<file path="config.mk">
export PLATFORM = sky130hd
export DESIGN_NAME = ps2_light_decoder
export DESIGN_NICKNAME = d
export VERILOG_FILES = /design/src/rtl/ps2_light_decoder.sv
export SDC_FILE = /design/constraint.sdc
export NUM_CORES = 1
export LEC_CHECK = 0
export BUFFER_PORTS_ARGS = -buffer_cell sky130_fd_sc_hd__buf_4
export CORE_UTILIZATION = 58
export CTS_CLUSTER_SIZE = 14
export DETAILED_ROUTE_END_ITERATION = 12
export PLACE_DENSITY_LB_ADDON = 0.15
export SLEW_MARGIN = 20
export SYNTH_ARGS = -nofsm -noshare
export SYNTH_HDL_FRONTEND = slang
export SYNTH_SLANG_ARGS = --single-unit
</file>
<file path="constraint.sdc">
create_clock -name clock -period 3.1 [get_ports clock]
set_clock_uncertainty 0.15 [all_clocks]
set_input_delay 0.31 -clock clock [delete_from_list [all_inputs] [get_ports clock]]
set_output_delay 0.31 -clock clock [all_outputs]
set_load 0.05 [all_outputs]
</file>
<file path="src/rtl/ps2_light_decoder.sv">
// Turns PS/2 set-2 scan-code bytes into key make/break events and drives eight house lights.
// Event and light update appear 1 cycle after rx_valid; there is no backpressure, so every strobe is consumed.
module ps2_light_decoder #(
    parameter int          TIMEOUT_CYCLES = 50000,
    parameter logic [7:0]  LIGHTS_RESET   = 8'h00
) (
    input  logic        clock,
    input  logic        reset_n,
    input  logic [7:0]  rx_data,
    input  logic        rx_valid,
    output logic        key_valid,
    output logic [7:0]  key_code,
    output logic        key_break,
    output logic        key_ext,
    output logic [7:0]  lights
);

    localparam int              CW    = $clog2(TIMEOUT_CYCLES) + 1;
    localparam logic [CW-1:0]   LIMIT = CW'(TIMEOUT_CYCLES - 1);

    // The state encoding is the {ext, brk} prefix flag pair.
    typedef enum logic [1:0] {
        IDLE     = 2'b00,
        GOT_F0   = 2'b01,
        GOT_E0   = 2'b10,
        GOT_E0F0 = 2'b11
    } state_t;

    state_t          state_q;
    logic [CW-1:0]   cnt_q;
    logic [7:0]      held_q;
    logic [7:0]      lights_q;
    logic            key_valid_q;
    logic [7:0]      key_code_q;
    logic            key_break_q;
    logic            key_ext_q;

    logic            cur_ext;
    logic            cur_brk;
    logic            is_ctrl;
    logic            light_hit;
    logic [2:0]      light_idx;

    assign cur_ext = state_q[1];
    assign cur_brk = state_q[0];

    always_comb begin
        is_ctrl = 1'b0;
        case (rx_data)
            8'h00, 8'hAA, 8'hEE, 8'hFA, 8'hFE, 8'hFF: is_ctrl = 1'b1;
            default:                                  is_ctrl = 1'b0;
        endcase
    end

    // Digit keys 1..8 map to light indices 0..7.
    always_comb begin
        light_hit = 1'b1;
        light_idx = 3'd0;
        case (rx_data)
            8'h16:   light_idx = 3'd0;
            8'h1E:   light_idx = 3'd1;
            8'h26:   light_idx = 3'd2;
            8'h25:   light_idx = 3'd3;
            8'h2E:   light_idx = 3'd4;
            8'h36:   light_idx = 3'd5;
            8'h3D:   light_idx = 3'd6;
            8'h3E:   light_idx = 3'd7;
            default: light_hit = 1'b0;
        endcase
    end

    always_ff @(posedge clock) begin
        if (!reset_n) begin
            state_q     <= IDLE;
            cnt_q       <= '0;
            held_q      <= '0;
            lights_q    <= LIGHTS_RESET;
            key_valid_q <= 1'b0;
            key_code_q  <= '0;
            key_break_q <= 1'b0;
            key_ext_q   <= 1'b0;
        end else begin
            key_valid_q <= 1'b0;
            if (rx_valid) begin
                cnt_q <= '0;
                if (rx_data == 8'hE0) begin
                    state_q <= state_t'({1'b1, cur_brk});
                end else if (rx_data == 8'hF0) begin
                    state_q <= state_t'({cur_ext, 1'b1});
                end else if (is_ctrl) begin
                    state_q <= IDLE;
                end else begin
                    state_q     <= IDLE;
                    key_valid_q <= 1'b1;
                    key_code_q  <= rx_data;
                    key_break_q <= cur_brk;
                    key_ext_q   <= cur_ext;
                    if (!cur_ext) begin
                        if (light_hit) begin
                            if (cur_brk) begin
                                held_q[light_idx] <= 1'b0;
                            end else if (!held_q[light_idx]) begin
                                // Only the first make of a held key toggles; typematic repeats are ignored.
                                lights_q[light_idx] <= ~lights_q[light_idx];
                                held_q[light_idx]   <= 1'b1;
                            end
                        end else if (!cur_brk && rx_data == 8'h1C) begin
                            lights_q <= 8'hFF;
                        end else if (!cur_brk && rx_data == 8'h1A) begin
                            lights_q <= 8'h00;
                        end
                    end
                end
            end else if (state_q != IDLE) begin
                if (cnt_q == LIMIT) begin
                    state_q <= IDLE;
                end else begin
                    cnt_q <= cnt_q + 1'b1;
                end
            end
        end
    end

    assign key_valid = key_valid_q;
    assign key_code  = key_code_q;
    assign key_break = key_break_q;
    assign key_ext   = key_ext_q;
    assign lights    = lights_q;

endmodule

</file>
==> run summary <==
DR vias: 2301
CP startpoint kind: primary input
Clock sinks: 46
Critical Path AT: 2740 ps
Metal-1 WL: 2720 um
Max-cap violations: 0
Hold buffer count at cts: 0
Share of the synthesized area in the top cell type: 36.5%
Routed wire per std cell: 14.9 um
Hold_ws: 163 ps
Post-synthesis cell type count: 51
Number of port buffers: 29
Row Count: 23
Initial Util: 61.7%
Peak Freq: 371 MHz
Aggregate global routing overflow: 0
Crit Path Max Fanout: 11
Placed inst area: 0.00274 sq mm
Core Region: 0.00409 sq mm
Total CTS buffers: 5
Synth Area per Inst: 8.24 sq um
VDD IR max: 0.371 mV
Global-route wire length before repair: 9320 um
Largest net degree at the start of global routing: 24
Reg2reg end: lights[6]$_SDFFE_PN0P_
Asr flop ratio synth: 0%
Htree depth: 2
Layout Utilization: 69.2%
Post-route cell area: 0.00283 sq mm
Clk pin slew, worst setup/hold paths: 90 ps
YS warnings: 0
DRC: 0
Post-CTS sizing: 0
Total track usage: 26.5%
Area delta synth->final: 12.2%
CP Capture Point: lights[6]$_SDFFE_PN0P_
Slew @ Worst Pin: 709 ps
Crit Path Category: in -> reg
Clock root buffer: clkbuf_8
Final net count: 338
Worst path cell trace: buf_4, or4b_1, a2111oi_4, nor4_1, or4_1, a21o_4, a311o_1
Initial antenna violation count: 0
Synth Flop Type: dfxtp_1
Die W: 67.9 um
PwrDens: 395 mW/mm^2
Min cycle time layout: 2690 ps
CTS tree: done
Cells on worst reg2reg path: 6
Final WL: 5610 um
Slew HR: 52.7%
Post-CTS Setup Bufs: 0
Post-route ant nets: 0
Drt pass-1 iters: 4
Cells after synthesis: 306
Total power: 1120 uW
Worst-Skew Late Latency: 300 ps
IO Count: 30
DR WL met3: 320 um
Yosys top cell by area: dfxtp_1
Mapped Nets: 318
CP startpoint: rx_data[5]
Ratio of cells with drive above 1 in the final layout: 17.1%
Commonest cells post-synth: 50 x nor2_1, 46 x dfxtp_1, 21 x nand2_1, 17 x mux2i_1, 13 x o21ai_0
CP Data Required Time: 3140 ps
Final hold vios: 0
Hold Path Class: in -> reg
WL met2: 2540 um
Final max-slew violation count: 0
Clock Tree Buf Depth: 2
# fillers: 357
Lkg Pwr: 0.00100 uW
Top cells by area, synth: dfxtp_1 37%, nor2_1 7.4%, mux2i_1 6.7%
Most numerous cell in the Yosys netlist: nor2_1
Chip Height: 67.9 um
Crit share post-route: 86.9%
Final Setup Violations: 0
Detailed Route Iter0 Violations: 123
Outcome: finished clean
CP max-delay cell: or4b_1
Total die area: 0.00461 sq mm
Top sig layer: met4
Synth Register Bits: 46
RSZ-0062 raised after global routing: no
Avg Vias per Cell: 6.10
Worst R2R Setup Slack: 830 ps
Ant diodes: 0
Netlist Area Pre-Place: 0.00252 sq mm
Gp weighted congestion: 0.857
Number of global-route vias before repair: 2023
EDFF count, synth: 0
Sequential-to-total area share from yosys stat: 36.5%
CP Capture Type: flop
Setup TNS: 0 ps
Max stage delay on crit path: 680 ps
Dpl hpwl: 3940 um
per-layer routing:
layer | up-vias | GRT usage [%]
met1 | 1074 | 36.4
li1 | 1148 | -
met4 | 0 | 5.47
met5 | - | 0
met3 | 5 | 5.33
met2 | 74 | 42.6
per-stage QoR:
step | setup slack [ps] | std cells
global placement | 174 | 369
CTS | 425 | 377
global route | 327 | 377
detailed placement | 106 | 369
floorplan | 459 | 306
finish | 406 | 377
kinds of logic (layout without fill, tap and decap cells):
| kind of cell | count (synthesis) | count (layout) | synth area share, % |
|---|---|---|---|
| AOI/OAI and AO/OA | 57 | 57 | 16.7 |
| buffers and inverters | 30 | 51 | 5.56 |
| and+or+nand+nor | 142 | 142 | 29.5 |
| adders and majority gates | 1 | 1 | 0.496 |
| muxes | 17 | 17 | 6.75 |
| xor gates and xnor gates | 13 | 13 | 4.52 |
| DFF | 46 | 46 | 36.5 |
placed cells by master, fill, tap and decap left out, types with 2 or more instances in the layout:
cell type | Yosys | final
a221oi_1 | 4 | 4
a211oi_1 | 8 | 8
xor2_1 | 7 | 7
or3_1 | 8 | 8
nand4bb_1 | 2 | 2
dfxtp_1 | 46 | 46
and4_1 | 2 | 2
inv_1 | 8 | 8
mux2i_1 | 17 | 17
o22ai_1 | 3 | 3
nor4_1 | 9 | 9
o21ai_0 | 13 | 13
clkinvlp_4 | 0 | 2
or4b_1 | 3 | 3
or2_2 | 4 | 4
nand4b_1 | 2 | 2
nand2b_1 | 4 | 4
xnor2_1 | 6 | 6
clkbuf_8 | 0 | 5
o221a_2 | 2 | 2
nand3b_1 | 3 | 3
or3b_2 | 2 | 2
a21o_1 | 3 | 3
nor2_1 | 50 | 50
nor3_1 | 12 | 12
nand2_1 | 21 | 21
buf_4 | 0 | 35
or4_1 | 5 | 5
nand3_1 | 7 | 7
a221o_1 | 2 | 2
nand4_1 | 3 | 3
a21oi_1 | 11 | 11
worst min path at each step:
stage / end / slack (ps) / start / cells after the start
floorplan: flop / 300 / flop / 2
global placement: lights[0]$_SDFFE_PN0P_ / 310 / lights[0]$_SDFFE_PN0P_ / 2
detailed placement: lights[1]$_SDFFE_PN0P_ / 320 / lights[1]$_SDFFE_PN0P_ / 2
CTS: key_code[6]$_SDFFE_PN0P_ / 150 / rx_data[6] / 3
global route: key_code[7]$_SDFFE_PN0P_ / 180 / rx_data[7] / 3
finish: key_code[7]$_SDFFE_PN0P_ / 160 / rx_data[7] / 3
critical path, delay by kind of cell:
family / cells / cell delay (ps)
and+or+nand+nor: 3 / 1340
AOI/OAI and AO/OA: 3 / 930
buffers and inverters: 1 / 150
power breakdown:
| part | switching [uW] | internal (uW) | leakage, uW |
|---|---|---|---|
| registers | 4.39 | 598 | 0.000372 |
| logic | 89.6 | 44.6 | 0.000592 |
| clock network | 218 | 162 | 0.0000408 |
| total | 312 | 804 | 0.00100 |
cell type report:
class | count | area, sq um | area share [%]
timing repair buffer | 35 | 263 | 9.29
inverter | 8 | 30.0 | 1.06
tap | 50 | 62.6 | 2.21
clock buffer | 5 | 68.8 | 2.43
multi-input combinational | 230 | 1460 | 51.6
sequential | 46 | 921 | 32.6
clock inverter | 3 | 23.8 | 0.840
(Power assumes the default switching activity.)
